==> config.mk <==
export PLATFORM = sky130hd
export DESIGN_NAME = cpu_sequencer
export DESIGN_NICKNAME = d
export VERILOG_FILES = /design/src/rtl/cpu_seq_pkg.sv /design/src/rtl/cpu_tick_gen.sv /design/src/rtl/cpu_sequencer.sv
export SDC_FILE = /design/constraint.sdc
export NUM_CORES = 1
export LEC_CHECK = 0
export CORE_UTILIZATION = 29
export CTS_BUF_LIST = sky130_fd_sc_hd__clkbuf_2 sky130_fd_sc_hd__clkbuf_4 sky130_fd_sc_hd__clkbuf_8
export CTS_CLUSTER_SIZE = 30
export DETAILED_ROUTE_END_ITERATION = 10
export SLEW_MARGIN = 40
export SYNTH_ARGS = -nofsm -noshare
export SYNTH_HDL_FRONTEND = slang
export SYNTH_SLANG_ARGS = --single-unit
==> constraint.sdc <==
create_clock -name clk -period 2.5 [get_ports clk]
set_input_delay 0.75 -clock clk [delete_from_list [all_inputs] [get_ports clk]]
set_output_delay 0.75 -clock clk [all_outputs]
set_load 0.02 [all_outputs]
==> src/rtl/cpu_seq_pkg.sv <==
// Shared definitions for the instruction sequencer:
//   state_t      - FSM state encoding (3-bit)
//   PH_*         - phase codes reported on the phase output
//   state_phase  - maps a state to its reported phase (0 outside FETCH..WB)
//   state_busy   - 1 for the in-flight states FETCH..WB
package cpu_seq_pkg;

  typedef enum logic [2:0] {
    ST_IDLE   = 3'd0,
    ST_FETCH  = 3'd1,
    ST_DECODE = 3'd2,
    ST_EXEC   = 3'd3,
    ST_WB     = 3'd4,
    ST_HALTED = 3'd5
  } state_t;

  localparam logic [1:0] PH_FETCH  = 2'd0;
  localparam logic [1:0] PH_DECODE = 2'd1;
  localparam logic [1:0] PH_EXEC   = 2'd2;
  localparam logic [1:0] PH_WB     = 2'd3;

  function automatic logic [1:0] state_phase(input state_t s);
    case (s)
      ST_DECODE: return PH_DECODE;
      ST_EXEC:   return PH_EXEC;
      ST_WB:     return PH_WB;
      default:   return PH_FETCH;
    endcase
  endfunction

  function automatic logic state_busy(input state_t s);
    return (s == ST_FETCH) || (s == ST_DECODE) || (s == ST_EXEC) || (s == ST_WB);
  endfunction

endpackage

==> src/rtl/cpu_tick_gen.sv <==
// Phase-tick prescaler.
//   clk  in  system clock
//   rst  in  asynchronous active-high reset
//   hold in  1 = keep the counter at 0 and suppress tick
//   tick out high in the clk where the counter sits at TICK_DIV-1
module cpu_tick_gen #(
  parameter int unsigned TICK_DIV = 50_000_000
) (
  input  logic clk,
  input  logic rst,
  input  logic hold,
  output logic tick
);

  localparam int unsigned CW = (TICK_DIV > 1) ? $clog2(TICK_DIV) : 1;
  localparam logic [CW-1:0] LAST = CW'(TICK_DIV - 1);

  logic [CW-1:0] r_cnt;
  logic          w_last;

  assign w_last = (r_cnt == LAST);
  assign tick   = w_last & ~hold;

  always_ff @(posedge clk or posedge rst) begin
    if (rst)                 r_cnt <= '0;
    else if (hold || w_last) r_cnt <= '0;
    else                     r_cnt <= r_cnt + 1'b1;
  end

endmodule

==> src/rtl/cpu_sequencer.sv <==
// Multi-cycle instruction sequencer: FETCH->DECODE->EXEC->WB at the
// prescaled tick rate, with free-run / single-step and latched HALT.
//   clk, rst                         clock, async active-high reset
//   run_mode, step_btn               raw controls (synchronised here)
//   dec_halt/write_en/alu_en/pc_ovr  decode info for current instruction
//   alu_en, rf_we, pc_en, pc_load    registered one-clk strobes
//   phase, busy, halted              registered status
//   instr_count                      retired instructions, saturating
import cpu_seq_pkg::*;

module cpu_sequencer #(
  parameter int unsigned TICK_DIV = 50_000_000,
  parameter int unsigned CNT_W    = 16
) (
  input  logic             clk,
  input  logic             rst,
  input  logic             run_mode,
  input  logic             step_btn,
  input  logic             dec_halt,
  input  logic             dec_write_en,
  input  logic             dec_alu_en,
  input  logic             dec_pc_ovr,
  output logic             alu_en,
  output logic             rf_we,
  output logic             pc_en,
  output logic             pc_load,
  output logic [1:0]       phase,
  output logic             busy,
  output logic             halted,
  output logic [CNT_W-1:0] instr_count
);

  logic   r_run_s1, r_run_s2;
  logic   r_step_s1, r_step_s2, r_step_d;
  logic   w_step_edge, w_tick, w_hold, w_wb_tick;
  state_t r_state, w_state_nxt;

  always_ff @(posedge clk or posedge rst) begin
    if (rst) begin
      r_run_s1  <= 1'b0;
      r_run_s2  <= 1'b0;
      r_step_s1 <= 1'b0;
      r_step_s2 <= 1'b0;
      r_step_d  <= 1'b0;
    end else begin
      r_run_s1  <= run_mode;
      r_run_s2  <= r_run_s1;
      r_step_s1 <= step_btn;
      r_step_s2 <= r_step_s1;
      r_step_d  <= r_step_s2;
    end
  end

  assign w_step_edge = r_step_s2 & ~r_step_d;
  assign w_hold      = (r_state == ST_HALTED);
  assign w_wb_tick   = (r_state == ST_WB) && w_tick;

  cpu_tick_gen #(.TICK_DIV(TICK_DIV)) u_tick (
    .clk  (clk),
    .rst  (rst),
    .hold (w_hold),
    .tick (w_tick)
  );

  always_comb begin
    w_state_nxt = r_state;
    case (r_state)
      // Free-run waits for a tick; single-step leaves IDLE on the edge itself.
      ST_IDLE:   if (r_run_s2 ? w_tick : w_step_edge) w_state_nxt = ST_FETCH;
      ST_FETCH:  if (w_tick) w_state_nxt = ST_DECODE;
      ST_DECODE: if (w_tick) w_state_nxt = dec_halt ? ST_HALTED : ST_EXEC;
      ST_EXEC:   if (w_tick) w_state_nxt = ST_WB;
      ST_WB:     if (w_tick) w_state_nxt = r_run_s2 ? ST_FETCH : ST_IDLE;
      ST_HALTED: w_state_nxt = ST_HALTED;
      default:   w_state_nxt = ST_IDLE;
    endcase
  end

  // Status outputs are registered from the next state so they line up
  // with r_state without an extra cycle of lag.
  always_ff @(posedge clk or posedge rst) begin
    if (rst) begin
      r_state     <= ST_IDLE;
      alu_en      <= 1'b0;
      rf_we       <= 1'b0;
      pc_en       <= 1'b0;
      pc_load     <= 1'b0;
      phase       <= PH_FETCH;
      busy        <= 1'b0;
      halted      <= 1'b0;
      instr_count <= '0;
    end else begin
      r_state <= w_state_nxt;
      alu_en  <= (r_state == ST_EXEC) && w_tick && dec_alu_en;
      rf_we   <= w_wb_tick && dec_write_en;
      pc_en   <= w_wb_tick;
      pc_load <= w_wb_tick && dec_pc_ovr;
      phase   <= state_phase(w_state_nxt);
      busy    <= state_busy(w_state_nxt);
      halted  <= (w_state_nxt == ST_HALTED);
      if (w_wb_tick && (instr_count != '1))
        instr_count <= instr_count + 1'b1;
    end
  end

endmodule

==> results by group <==
Routing
  – DRC errors left: 3
  – Vias per inst: 4.72
  – Via count: 1,916
  – DRT Pass-1 Iters: 7
  – Avg WL per Cell: 12.7 microns
  – Antenna Violating Nets Remaining: 0
  – DR iter-0 viols: 81
  – Final wirelength: 5.14 mm

GRT
  – First-pass GRT wire length: 8.88 mm
  – GR Util All Layers: 0.119
  – GRT Max-Usage Layer: met2
  – Vias in the first global route: 1,850
  – Initial antenna violation count: 0
  – Grt met2 use: 0.167
  – Met3 GRT Util: 0.0308
  – Largest net degree at the start of global routing: 42
  – Met1 Track Usage GR: 0.160
  – Aggregate global routing overflow: 0

Timing
  – Final Setup Violations: 0
  – Setup TNS Final: 0 ns
  – Fin. Hold Viols: 0
  – Max Freq: 452 MHz
  – Final worst slack: 0.287 ns
  – Final period utilization: 0.885
  – RSZ-0062 raised after global routing: false
  – Slew of the pin with the lowest slew margin: 0.456 ns
  – Relative slew margins: 0.693
  – Layout Skew: 0.0106 ns
  – Fin crit period: 2.21 ns
  – Max Transition Viols Final: 0

Floorplanning
  – Die W: 97.9 microns
  – # rows: 34
  – Core Region: 8810 sq um
  – I/O Pins: 32
  – Die area: 9590 sq um
  – Die height: 97.9 microns
  – Starting Density: 0.303

Status
  – Status: finished with violations
  – Failing checks: design-rule violations

Clock network
  – Max Root-Sink Buffers: 2
  – Post-CTS sizing: 0
  – Clock-pin slew on the worst setup and hold paths: 0.07 ns
  – CTS root buffer: clkbuf_8
  – Clk sinks: 58
  – Clk_lat worst skew: 0.34 ns
  – Number of CTS-inserted buffers: 9
  – Post-CTS Setup Repair Bufs: 0
  – CTS HTree Levels: 3
  – Hold-fix buffers, CTS: 0
  – CTS tree: built

Power and ir drop
  – Static Leak: 1.49 nW
  – Power Density: 560 nW/um^2
  – Peak supply drop: 0.000171 V

Yosys
  – Post-synth top cells: 58 x dfrtp_1, 40 x nor2_1, 24 x xor2_1, 21 x nand2_1, 16 x nand3_1
  – Yosys Warn Count: 0
  – Cell taking the most area after synthesis: dfrtp_1
  – Async set-or-reset flop fraction in the synthesized netlist: 1.00
  – Post-Synth XOR/XNOR Area: 0.121
  – #FFs+latches synth: 58
  – Post-Synth Adder-Cell Area: 0.00938
  – Mux cell area share after synthesis: 0.00422
  – Post-synthesis cell type count: 39
  – Yosys top cell area share: 0.544
  – Complex-gate fraction of the synthesized area: 0.0356
  – Top post-synthesis cells by area: dfrtp_1 54%, xor2_1 7.9%, nor2_1 5.6%, xnor2_1 4.3%, nand3_1 3.0%
  – Ys flop type: dfrtp_1
  – Synth Net Count: 262
  – EDFF count, synth: 0
  – Sequential area share after synthesis: 0.544
  – Combinational family with the most area after synthesis: simple AND/OR/NAND/NOR gates
  – Cell count after synthesis: 252
  – Count leader, synth: dfrtp_1
  – Cell Area, Synth: 2670 sq um
  – Synth Area in Simple Gates: 0.271
  – Avg Cell Area, Syn: 10.6 sq um

Setup path
  – R2R cell count: 7
  – Worst setup EP type: flop
  – CP Max Fanout: 9
  – Reg-to-Reg Start: u_tick.r_cnt[0]
  – Worst path cell trace: ha_1, and4_2, and4_4, nand2_4, or4b_4, nor3_2, xor2_1
  – Worst path bufs/invs: 0
  – CP Class: reg2reg
  – CP required: 2.77 ns
  – Crit path DAT: 2.48 ns
  – Worst path slowest cell: or4b_4
  – R2R Setup Slk: 0.29 ns
  – Family with the most delay on the worst path: simple AND/OR/NAND/NOR gates
  – Reg-to-Reg End: instr_count[15]
  – CP max stage delay: 0.58 ns
  – CP Launch Type: flop

Finish
  – Post-layout util: 0.380
  – Fill cell count: 868
  – Area grow syn2layout: 25.4%
  – Final #Nets: 304
  – Antenna diodes: 0
  – Layout cells sized above 1: 0.104

Placement
  – Dpl ws: 0.304 ns
  – Final RePlAce weighted congestion: 0.787
  – Dpl hpwl: 3.59 mm
  – IO Port Bufs: 31

Hold path
  – Type of the tightest min-delay check: reg2reg
  – Min-Delay Endpoint: r_step_s2
  – HP Start: r_step_s1
  – Hold depth: 0

Job
  – MaxCap Viol Count: 0
[cell usage in the layout, fill, tap and decap left out, drive strengths merged, types with 2 or more instances in the layout]
master / Yosys / layout
a21oi: 3 / 3
and2: 4 / 4
and3: 9 / 9
and4: 7 / 7
buf: 0 / 3
clkbuf: 3 / 13
clkdlybuf4s50: 0 / 31
dfrtp: 58 / 58
ha: 2 / 2
inv: 7 / 7
nand2: 22 / 22
nand2b: 2 / 2
nand3: 16 / 16
nand4: 8 / 8
nor2: 40 / 40
nor2b: 2 / 2
nor3: 8 / 8
nor4: 2 / 2
nor4b: 3 / 3
o211ai: 2 / 2
o21ai: 5 / 5
or3: 2 / 2
xnor2: 13 / 13
xor2: 24 / 24
[layout make-up]
| cell class | count | area (sq um) | share of cell area |
|---|---|---|---|
| clock buffer | 13 | 173 | 0.0516 |
| clock inverter | 2 | 35.0 | 0.0105 |
| inverter | 7 | 26.3 | 0.00786 |
| timing repair buffer | 34 | 345 | 0.103 |
| sequential | 58 | 1450 | 0.434 |
| multi-input combinational | 184 | 1180 | 0.352 |
| tap | 108 | 135 | 0.0404 |
[where the power goes]
group          internal, mW  switching, mW  leakage, nW
clock                 0.546          0.347        0.109
combinational        0.0135         0.0208        0.604
sequential            0.943        0.00154        0.774
[state kept, by name (all words and copies together), names as in the netlist]
signal and count:
u_tick.r_cnt 26, instr_count 16, r_state 3, phase 2
alu_en 1, busy 1, halted 1, pc_en 1
pc_load 1, r_run_s1 1, r_run_s2 1, r_step_d 1
r_step_s1 1, r_step_s2 1, rf_we 1
[metrics by stage]
| step | hold slack, ns | power [mW] | cell area (sq um) | cells |
|---|---|---|---|---|
| floorplan | 0.331 | 0.976 | 2670 | 252 |
| global placement | 0.339 | 0.998 | 3140 | 391 |
| detailed placement | 0.339 | 0.998 | 3140 | 391 |
| CTS | 0.352 | 1.90 | 3340 | 406 |
| global route | 0.358 | 1.95 | 3340 | 406 |
| finish | 0.348 | 1.87 | 3340 | 406 |
[worst register-to-register path, delay by kind of cell (launching register included)]
kind                       cells  cell delay [ns]
and+or+nand+nor                5             1.36
DFF                            1             0.39
adders and majority gates      1             0.22
xor gates and xnor gates       1             0.17
[layer usage]
metal	part of all wire	up-vias	routed length, microns
li1	-	947	-
met2	0.44	39	2240
met5	0	-	0
met4	0.029	0	150
met1	0.49	918	2540
met3	0.042	12	215
[logic make-up after synthesis]
logic type,Yosys count
xor gates and xnor gates,37
buffers and inverters,10
adders and majority gates,2
AOI/OAI and AO/OA,15
DFF,58
and+or+nand+nor,129
muxes,1
[how the worst max path moves through the flow]
| stage | startpoint | to | slack [ns] | depth (start not counted) |
|---|---|---|---|---|
| finish | u_tick.r_cnt[0] | instr_count[15] | 0.29 | 7 |
| global route | u_tick.r_cnt[0] | instr_count[9] | 0.16 | 7 |
| CTS | u_tick.r_cnt[0] | instr_count[15] | 0.29 | 7 |
| detailed placement | u_tick.r_cnt[0] | instr_count[15] | 0.30 | 7 |
| global placement | u_tick.r_cnt[0] | instr_count[13] | 0.39 | 7 |
| floorplan | rst | alu_en | 0.32 | 1 |
(Power assumes the default switching activity.)
